File: src/rtl/xmega_bus_pkg.sv
// Shared bus definitions for the mega_core data-side arbitration logic.
// Holds the default bus widths, the arbiter state encoding and requester indices.
package xmega_bus_pkg;

  localparam int DEF_ADDR_WIDTH = 8;
  localparam int DEF_DATA_WIDTH = 8;
  localparam int LOCK_CNT_W     = 8;

  typedef enum logic [1:0] {
    IDLE = 2'd0,
    OWN0 = 2'd1,
    OWN1 = 2'd2
  } arb_state_e;

  localparam logic REQ0 = 1'b0;
  localparam logic REQ1 = 1'b1;

endpackage

File: src/rtl/dmem_arbiter_if.sv
// One requester's view of the shared data RAM port.
// Handshake: req (with we/lock/addr/wdata) is held until gnt; a cycle with req && gnt is one
// accepted access. For reads, rvalid pulses for one cycle on the following cycle with rdata.
interface dmem_arbiter_if #(
  parameter int AW = xmega_bus_pkg::DEF_ADDR_WIDTH,
  parameter int DW = xmega_bus_pkg::DEF_DATA_WIDTH
) ();

  logic          req;
  logic          we;
  logic          lock;
  logic [AW-1:0] addr;
  logic [DW-1:0] wdata;
  logic          gnt;
  logic          rvalid;
  logic [DW-1:0] rdata;

  modport master (
    output req, we, lock, addr, wdata,
    input  gnt, rvalid, rdata
  );

  modport slave (
    input  req, we, lock, addr, wdata,
    output gnt, rvalid, rdata
  );

endinterface

File: src/rtl/rr_pick2.sv
// Combinational two-way round-robin pick; returns a one-hot grant (bit 0 = requester 0).
// On a tie the requester that did not win last time is chosen.
module rr_pick2
  import xmega_bus_pkg::*;
(
  input  logic       req0,
  input  logic       req1,
  input  logic       last,
  output logic [1:0] gnt
);

  always_comb begin
    gnt = 2'b00;
    if (req0 && req1) begin
      gnt = (last == REQ1) ? 2'b01 : 2'b10;
    end else if (req0) begin
      gnt = 2'b01;
    end else if (req1) begin
      gnt = 2'b10;
    end
  end

endmodule

File: src/rtl/dmem_arbiter.sv
// Shares the single data RAM port between the core data bus (m0) and a second master (m1).
// Round-robin when idle, optional bus locking bounded by MAX_LOCK while the other side waits.
module dmem_arbiter
  import xmega_bus_pkg::*;
#(
  parameter int ADDR_WIDTH = DEF_ADDR_WIDTH,
  parameter int DATA_WIDTH = DEF_DATA_WIDTH,
  parameter int MAX_LOCK   = 16
) (
  input  logic                  clk,
  input  logic                  rst,
  dmem_arbiter_if.slave         m0,
  dmem_arbiter_if.slave         m1,
  output logic                  mem_re,
  output logic                  mem_we,
  output logic [ADDR_WIDTH-1:0] mem_addr,
  output logic [DATA_WIDTH-1:0] mem_wdata,
  input  logic [DATA_WIDTH-1:0] mem_rdata,
  output arb_state_e            dbg_state,
  output logic [LOCK_CNT_W-1:0] dbg_lock_cnt
);

  localparam logic [LOCK_CNT_W-1:0] MAX_LOCK_C = LOCK_CNT_W'(MAX_LOCK);

  arb_state_e            state_q, state_d;
  logic                  last_q, last_d;
  logic [LOCK_CNT_W-1:0] lock_cnt_q, lock_cnt_d;
  logic                  rvalid0_q, rvalid1_q;
  logic [1:0]            pick;
  logic                  gnt0, gnt1;
  logic                  own_gnt, own_lock, other_req, expire;

  rr_pick2 u_pick (
    .req0 (m0.req),
    .req1 (m1.req),
    .last (last_q),
    .gnt  (pick)
  );

  // State register, lock counter, round-robin history and read-return pipeline.
  always_ff @(posedge clk or posedge rst) begin
    if (rst) begin
      state_q    <= IDLE;
      last_q     <= REQ1;
      lock_cnt_q <= '0;
      rvalid0_q  <= 1'b0;
      rvalid1_q  <= 1'b0;
    end else begin
      state_q    <= state_d;
      last_q     <= last_d;
      lock_cnt_q <= lock_cnt_d;
      rvalid0_q  <= gnt0 & ~m0.we;
      rvalid1_q  <= gnt1 & ~m1.we;
    end
  end

  // Next-state: a locked owner keeps the port until it drops lock or its quota expires.
  always_comb begin
    state_d    = state_q;
    last_d     = last_q;
    lock_cnt_d = lock_cnt_q;
    own_gnt    = 1'b0;
    own_lock   = 1'b0;
    other_req  = 1'b0;
    expire     = 1'b0;
    if (gnt0) begin
      last_d = REQ0;
    end else if (gnt1) begin
      last_d = REQ1;
    end
    unique case (state_q)
      IDLE: begin
        if (gnt0 && m0.lock) begin
          state_d = OWN0;
        end else if (gnt1 && m1.lock) begin
          state_d = OWN1;
        end
      end
      OWN0, OWN1: begin
        own_gnt   = (state_q == OWN0) ? gnt0    : gnt1;
        own_lock  = (state_q == OWN0) ? m0.lock : m1.lock;
        other_req = (state_q == OWN0) ? m1.req  : m0.req;
        if (own_gnt && other_req && (lock_cnt_q < MAX_LOCK_C)) begin
          lock_cnt_d = lock_cnt_q + 1'b1;
        end
        // The grant that brings the count to MAX_LOCK is the owner's last; last_d already
        // points at the owner, so the waiting side wins the next IDLE arbitration.
        expire = own_gnt && other_req && (lock_cnt_d >= MAX_LOCK_C);
        if (!own_lock || expire) begin
          state_d = IDLE;
        end
      end
      default: state_d = IDLE;
    endcase
    if (state_d == IDLE) begin
      lock_cnt_d = '0;
    end
  end

  // Grant outputs: combinational, exclusive to the owner when locked, all low in reset.
  always_comb begin
    gnt0 = 1'b0;
    gnt1 = 1'b0;
    unique case (state_q)
      IDLE: begin
        gnt0 = pick[0];
        gnt1 = pick[1];
      end
      OWN0:    gnt0 = m0.req;
      OWN1:    gnt1 = m1.req;
      default: ;
    endcase
    if (rst) begin
      gnt0 = 1'b0;
      gnt1 = 1'b0;
    end
  end

  always_comb begin
    mem_re    = (gnt0 & ~m0.we) | (gnt1 & ~m1.we);
    mem_we    = (gnt0 & m0.we) | (gnt1 & m1.we);
    mem_addr  = '0;
    mem_wdata = '0;
    if (gnt0) begin
      mem_addr  = m0.addr;
      mem_wdata = m0.wdata;
    end else if (gnt1) begin
      mem_addr  = m1.addr;
      mem_wdata = m1.wdata;
    end
  end

  assign m0.gnt       = gnt0;
  assign m1.gnt       = gnt1;
  assign m0.rvalid    = rvalid0_q;
  assign m1.rvalid    = rvalid1_q;
  assign m0.rdata     = mem_rdata;
  assign m1.rdata     = mem_rdata;
  assign dbg_state    = state_q;
  assign dbg_lock_cnt = lock_cnt_q;

endmodule

File: src/flat_wrapper.sv
// flat-port wrapper written by rule: the top's interface ports become plain ports
module dmem_arbiter_flat import xmega_bus_pkg::*;
#(
  parameter int ADDR_WIDTH = DEF_ADDR_WIDTH,
  parameter int DATA_WIDTH = DEF_DATA_WIDTH,
  parameter int MAX_LOCK   = 16
)
  (clk, rst, mem_re, mem_we, mem_addr, mem_wdata, mem_rdata, dbg_state, dbg_lock_cnt, m0_req, m0_we, m0_lock, m0_addr, m0_wdata, m0_gnt, m0_rvalid, m0_rdata, m1_req, m1_we, m1_lock, m1_addr, m1_wdata, m1_gnt, m1_rvalid, m1_rdata);
  dmem_arbiter_if #(.AW(8), .DW(8)) m0_i ();
  dmem_arbiter_if #(.AW(8), .DW(8)) m1_i ();
  input  logic clk;
  input  logic rst;
  output logic mem_re;
  output logic mem_we;
  output logic [ADDR_WIDTH-1:0] mem_addr;
  output logic [DATA_WIDTH-1:0] mem_wdata;
  input  logic [DATA_WIDTH-1:0] mem_rdata;
  output arb_state_e dbg_state;
  output logic [LOCK_CNT_W-1:0] dbg_lock_cnt;
  input wire logic [$bits(m0_i.req)-1:0] m0_req;
  input wire logic [$bits(m0_i.we)-1:0] m0_we;
  input wire logic [$bits(m0_i.lock)-1:0] m0_lock;
  input wire logic [$bits(m0_i.addr)-1:0] m0_addr;
  input wire logic [$bits(m0_i.wdata)-1:0] m0_wdata;
  output wire logic [$bits(m0_i.gnt)-1:0] m0_gnt;
  output wire logic [$bits(m0_i.rvalid)-1:0] m0_rvalid;
  output wire logic [$bits(m0_i.rdata)-1:0] m0_rdata;
  input wire logic [$bits(m1_i.req)-1:0] m1_req;
  input wire logic [$bits(m1_i.we)-1:0] m1_we;
  input wire logic [$bits(m1_i.lock)-1:0] m1_lock;
  input wire logic [$bits(m1_i.addr)-1:0] m1_addr;
  input wire logic [$bits(m1_i.wdata)-1:0] m1_wdata;
  output wire logic [$bits(m1_i.gnt)-1:0] m1_gnt;
  output wire logic [$bits(m1_i.rvalid)-1:0] m1_rvalid;
  output wire logic [$bits(m1_i.rdata)-1:0] m1_rdata;
  assign m0_i.req = m0_req;
  assign m0_i.we = m0_we;
  assign m0_i.lock = m0_lock;
  assign m0_i.addr = m0_addr;
  assign m0_i.wdata = m0_wdata;
  assign m0_gnt = m0_i.gnt;
  assign m0_rvalid = m0_i.rvalid;
  assign m0_rdata = m0_i.rdata;
  assign m1_i.req = m1_req;
  assign m1_i.we = m1_we;
  assign m1_i.lock = m1_lock;
  assign m1_i.addr = m1_addr;
  assign m1_i.wdata = m1_wdata;
  assign m1_gnt = m1_i.gnt;
  assign m1_rvalid = m1_i.rvalid;
  assign m1_rdata = m1_i.rdata;
  dmem_arbiter #(.ADDR_WIDTH(ADDR_WIDTH), .DATA_WIDTH(DATA_WIDTH), .MAX_LOCK(MAX_LOCK)) u_core (.clk(clk), .rst(rst), .m0(m0_i), .m1(m1_i), .mem_re(mem_re), .mem_we(mem_we), .mem_addr(mem_addr), .mem_wdata(mem_wdata), .mem_rdata(mem_rdata), .dbg_state(dbg_state), .dbg_lock_cnt(dbg_lock_cnt));
endmodule
File: config.mk
export PLATFORM = sky130hd
export DESIGN_NAME = dmem_arbiter_flat
export DESIGN_NICKNAME = d
export VERILOG_FILES = /design/src/rtl/xmega_bus_pkg.sv /design/src/rtl/dmem_arbiter_if.sv /design/src/rtl/rr_pick2.sv /design/src/rtl/dmem_arbiter.sv /design/src/flat_wrapper.sv
export SDC_FILE = /design/constraint.sdc
export NUM_CORES = 1
export LEC_CHECK = 0
export CAP_MARGIN = 15
export CORE_ASPECT_RATIO = 1.5
export CORE_MARGIN = 4
export CORE_UTILIZATION = 33
export CTS_CLUSTER_SIZE = 10
export DETAILED_ROUTE_END_ITERATION = 12
export GPL_TIMING_DRIVEN = 0
export HOLD_SLACK_MARGIN = 0.05
export PLACE_DENSITY = 0.84
export SLEW_MARGIN = 10
export SYNTH_ARGS = -nofsm -noshare
export SYNTH_HDL_FRONTEND = slang
export SYNTH_SLANG_ARGS = --single-unit
File: constraint.sdc
create_clock -name clk -period 6.08 [get_ports clk]
set_input_delay 0.608 -clock clk [delete_from_list [all_inputs] [get_ports clk]]
set_output_delay 0.608 -clock clk [all_outputs]
set_load 0.1 [all_outputs]
### Word-level counts from Yosys, hierarchy flattened

Index checks and enable logic that the tools add are counted.

* word-level logic and storage cells: 56
* bits of input ports: 48
* register bits after elaboration: 13
* output and inout port bits: 48

* add/subtract/negate cells: 1
* bitwise logic cells: 8
* $lt $le $gt $ge: 2
* reductions and logical operators: 13
* muxes and demuxes: 25
* eq/ne operators: 2

Operators by type and width (count)
* $mux W8: 8
* $mux W2: 7
* $add A8 B1 Y8 const B: 1
* $ge A8 B5 Y1 const B: 1
* $lt A8 B5 Y1 const B: 1
* $mux W1: 7
* $logic_and A1 B1 Y1: 6
* $and A1 B1 Y1: 4
* $logic_not A2 Y1: 2
* $pmux W1 S2: 2
* $pmux W2 S2: 1
* $reduce_bool A2 Y1: 2
* $eq A2 B1 Y1 const B: 1
* $eq A2 B2 Y1 const B: 1
* $not A1 Y1: 2
* $or A1 B1 Y1: 2
* $reduce_or A2 Y1: 1
* $logic_not A1 Y1: 1
* $logic_or A1 B1 Y1: 1

### Longest topological paths before layout

* depth after elaboration: 17
* mapped depth: 8
* depth with buffers taken out: 7

### By module

A second synthesis with hierarchy kept.

* cells, all modules: 148
* area, all modules: 1147.4 µm²

Modules (own cells, without submodules)
* dmem_arbiter: seq. area each 326.6 µm², instances 1, area each 1128.6 µm², cells an instance 145
* rr_pick2: seq. area each 0.0 µm², instances 1, area each 18.8 µm², cells an instance 3

### Least setup slack after synthesis

OpenSTA, ideal clock, no wires.

* path kind: register to output
* from: reg u_core.state_q[1], in the netlist u_core.dbg_state[1]
* to: out mem_addr[0]
* data arrival time: 3.780 ns
* buffers on the path: 3
* setup slack: 1.692 ns
* cell stages (with the launch flop): 9
* required time: 5.472 ns
* cells stage by stage: dfrtp_1 -> inv_1 -> ha_1 -> buf_2 -> a31oi_1 -> nor2_1 -> clkbuf_1 -> clkbuf_1 -> a22o_1

* elaborated cells between the ends (all ways): 9
* those cells by class: eq/ne (2); mux (6); reduce/logical (1)

RTL lines
* from (decl): line dmem_arbiter.sv:25 `arb_state_e state_q, state_d;`
* from (signal assigned): line dmem_arbiter.sv:49 `state_q <= state_d;`
* $eq A2 B1 Y1 / $logic_not A2 Y1 (equally long branches): line dmem_arbiter.sv:104 `unique case (state_q)`
* $pmux W1 S2 (*): line dmem_arbiter.sv:104
* $mux W1 (*): line dmem_arbiter.sv:113 `if (rst) begin`
* net m0_gnt: line flat_wrapper.sv:25 `output wire logic [$bits(m0_i.gnt)-1:0] m0_gnt;`
* $mux W8 (*): line dmem_arbiter.sv:124 `if (gnt0) begin`
* to (decl): line flat_wrapper.sv:15 `output logic [ADDR_WIDTH-1:0] mem_addr;`

Mark *: on every way through the listed nets, which the timed path passes. The rest lies on a longest branch.

### Worst setup path after layout

* from: reg u_core.state_q[0], in the netlist u_core.dbg_state[0]
* to: out mem_wdata[6]

* cells in the longest elaborated chain, start to end: 5
* elaborated cells between the ends (all ways): 9
* those cells by class: eq/ne (2); mux (6); reduce/logical (1)

RTL lines
* $eq A2 B2 Y1 / $logic_not A2 Y1 (equally long branches): line dmem_arbiter.sv:104
* $pmux W1 S2: line dmem_arbiter.sv:104
* $mux W1: line dmem_arbiter.sv:113
* $mux W8: line dmem_arbiter.sv:127 `end else if (gnt1) begin`
* $mux W8 (*): line dmem_arbiter.sv:124
* to (decl): line flat_wrapper.sv:16 `output logic [DATA_WIDTH-1:0] mem_wdata;`

Every way passes the cells marked *; elsewhere a longest branch is shown, timed or not.

==> results.md <==
- Status: finished clean
- Mean Syn Cell Area: 9.04 µm²
- Fmax: 236 MHz
- Slew @ Worst Pin: 1.04 ns
- RR Startpoint: u_core.dbg_state[0]$_DFF_PP0_
- Worst path buffer plus inverter count: 4
- Number of synthesized register bits: 13
- Syn-to-layout area delta: 91.2%
- Hold path start: u_core.last_q$_DFFE_PP1P_
- Clock buffer count from CTS: 3
- Worst-case reg-to-reg path depth: 8
- Post-synth EDFFs: 0
- Yosys synthesis warning count: 0
- Hold/Removal Path Class: reg -> reg
- Register-to-register setup slack: 3.70 ns
- Syn_nets: 171
- DIE HEIGHT: 77.3 µm
- Detail Placement HPWL: 3330 µm
- Critical Path AT: 3.63 ns
- Slowest cell delay on critical path: 1.14 ns
- Max-Cap Viols: 0
- Clk slew on worst S/H paths: 0.05 ns
- Syn Inst Count: 117
- Clk_lat worst skew: 0.24 ns
- Static leakage: 0.000848 µW
- Crit path top cell by count: buf_2
- Worst path cell trace: inv_1, ha_1, buf_2, a31oi_1, or3_1, nor2_1, buf_2, a22o_1, clkdlybuf4s50_1
- Initial core utilization: 35.2%
- Critical path's top delay family: buffers and inverters
- RSZ-0062 raised after global routing: false
- Commonest cells in the netlist: a22o_1 (17), buf_4 (16), dfrtp_1 (12)
- Full die area: 0.00419 mm²
- Setup CP Type: reg -> out
- Initial antenna violation count: 0
- Fin cells: 247
- Setup crit start kind: flip-flop
- Placed insts: 243
- WL/cell: 15.0 µm
- Syn Std Cell Area: 0.00106 mm²
- Resized cells post-CTS: 0
- Worst Hold Depth: 2
- Final setup skew: 0.00152 ns
- Multi-input gate area: 563 µm²
- Synth top area cells: dfrtp_1 (28%), a22o_1 (14%), buf_4 (11%), ha_1 (7.1%), nor2_1 (3.6%)
- Detailed Route WL: 3700 µm
- Root buf cell: clkbuf_8
- Prevailing post-synth register cell: dfrtp_1
- Crit-path max FO: 10
- Number of global-route vias before repair: 1,411
- Hold EP: u_core.last_q$_DFFE_PP1P_
- CTS tree: done
- Relative slew slack: 30.1%
- First-pass GRT wire length: 5890 µm
- Synth top area share: 28.4%
- Share of layout cells above drive strength 1: 13.5%
- # setup viols final: 0
- Row count: 24
- CTS Hold Bufs: 0
- Fillers: 254
- Critical Path End Type: output pin
- Most numerous cell in the Yosys netlist: a22o_1
- Netlist cell types: 35
- Fin. Hold Viols: 0
- FF+latch area: 327 µm²
- Post-layout min period: 4.23 ns
- Clock sinks: 13
- H-tree lvl count: 1
- Nets: 263
- IO Port Bufs: 87
- DRT antenna net count: 0
- First-pass DRT Iterations: 3
- Post-CTS Setup Inserts: 0
- Worst r2r dst: u_core.dbg_lock_cnt[5]$_DFFE_PP0P_
- # diodes: 0
- Critical Path RT: 5.47 ns
- Worst IR drop on VDD: 0.315 mV
- Pwr Density: 405 mW/mm²
- Final Power: 819 µW
- GPL Wtd Cong: 0.797
- Slowest-stage cell, CP: clkdlybuf4s50_1
- Async S/R FF share, synth: 100%
- Max Slew Vio Count: 0
- Residual DRC: 0
- Top Ports: 96
- Seq/Total Area, Yosys: 30.9%
- Largest area contributor in the synthesized netlist: dfrtp_1
- Setup TNS: 0 ns
- CTS max path bufs: 2
- Core footprint: 0.00300 mm²
- Die Wd: 54.2 µm
- Final Cycle Share: 69.6%
- Overflow after GRT: 0
- DR iter-0 viols: 15
- GRT Total Usage: 18.8%
- Largest net degree at the start of global routing: 15
- Vias: 1,235
- Vias per inst: 5.00
## stage by stage
step                      hold slack, ns  util (%)  area (µm²)  setup WS (ns)
after floorplan                    0.488         -        1060           1.69
after CTS                          0.525      67.3        2020           1.81
after global routing               0.571      67.3        2020           1.66
after global placement             0.508      65.8        1980           1.86
final                              0.524      67.3        2020           1.85
after detailed placement           0.514      65.8        1980           1.84
## cell type report
class | instances | share of cell area [%]
Multi-Input combinational cell | 76 | 27.8
Tap cell | 39 | 2.41
Buffer | 20 | 6.81
Sequential cell | 13 | 16.2
Clock buffer | 4 | 2.23
Inverter | 8 | 1.49
Timing Repair Buffer | 87 | 43.1
## worst max path at each step
stage	slack (ns)	to	from	depth (start not counted)
final	1.85	mem_wdata[6]	u_core.dbg_state[0]$_DFF_PP0_	9
after global routing	1.66	mem_addr[6]	rst	7
after CTS	1.81	mem_wdata[4]	u_core.dbg_state[0]$_DFF_PP0_	9
after detailed placement	1.84	mem_wdata[4]	m1_req	7
after global placement	1.86	mem_wdata[4]	m1_req	7
after floorplan	1.69	mem_addr[0]	u_core.dbg_state[1]$_DFF_PP0_	8
## tightest hold or removal path, stage by stage, from the launching register on
cell and delay (ns):
dfstp_2 0.38, nor2_1 0.10, nor2_1 0.04
## state kept, by name, summed over array words and instances, names as in the netlist
register	cells
u_core.m1.rvalid	1
u_core.m0.rvalid	1
u_core.dbg_lock_cnt	8
u_core.dbg_state	2
u_core.last_q	1
## where the power goes
group          switching [µW]  internal (µW)  leakage (µW)  total [µW]
Combinational             466            167      0.000649         633
Sequential               11.9           99.4      0.000176         111
Clock                    28.5           46.2     0.0000228        74.7
## cells in the final DEF, fill, tap and decap left out
master / netlist / final
mux2_2: 1 / 1
buf_4: 16 / 16
xnor2_1: 1 / 1
a41oi_1: 1 / 1
nand2b_1: 2 / 2
buf_2: 2 / 2
or3_1: 1 / 1
or2_2: 1 / 1
o21a_1: 1 / 1
clkbuf_1: 2 / 3
nand3_1: 2 / 2
a22o_1: 17 / 17
a211oi_1: 1 / 1
o32ai_1: 1 / 1
mux2i_1: 1 / 1
nand3b_1: 1 / 1
o21ai_0: 2 / 2
nor2_1: 10 / 10
clkdlybuf4s50_1: 0 / 87
a31o_2: 1 / 1
o41ai_1: 1 / 1
a2111oi_4: 1 / 1
a31oi_1: 3 / 3
ha_1: 6 / 6
nor3_1: 2 / 2
a21oi_1: 5 / 5
xor2_1: 2 / 2
nand4_1: 1 / 1
clkbuf_8: 0 / 3
nand2_1: 5 / 5
nor2b_1: 3 / 3
a311oi_1: 1 / 1
dfstp_2: 1 / 1
dfrtp_1: 12 / 12
nor2_2: 1 / 1
or4_4: 1 / 1
inv_1: 8 / 8
## metal layers
| metal | up-vias | wire [µm] | global-route usage (%) |
|---|---|---|---|
| met5 | - | 0 | 0 |
| met4 | 0 | 172 | 10.2 |
| met3 | 13 | 538 | 8.91 |
| met2 | 89 | 1930 | 34.4 |
| met1 | 546 | 1060 | 15.1 |
| li1 | 587 | - | - |
## cell families (layout without fill, tap and decap cells)
| logic type | after synthesis | after routing | share of synthesized area, % |
|---|---|---|---|
| XOR/XNOR | 3 | 3 | 2.49 |
| multiplexers | 2 | 2 | 2.01 |
| buffers and inverters | 28 | 119 | 15.9 |
| adder cells (fa/ha/maj) | 6 | 6 | 7.10 |
| AND/OR/NAND/NOR | 30 | 30 | 14.3 |
| flip-flops | 13 | 13 | 30.9 |
| AO/OA/AOI/OAI | 35 | 35 | 27.3 |
No activity file was read; power rests on OpenSTA's default activity.
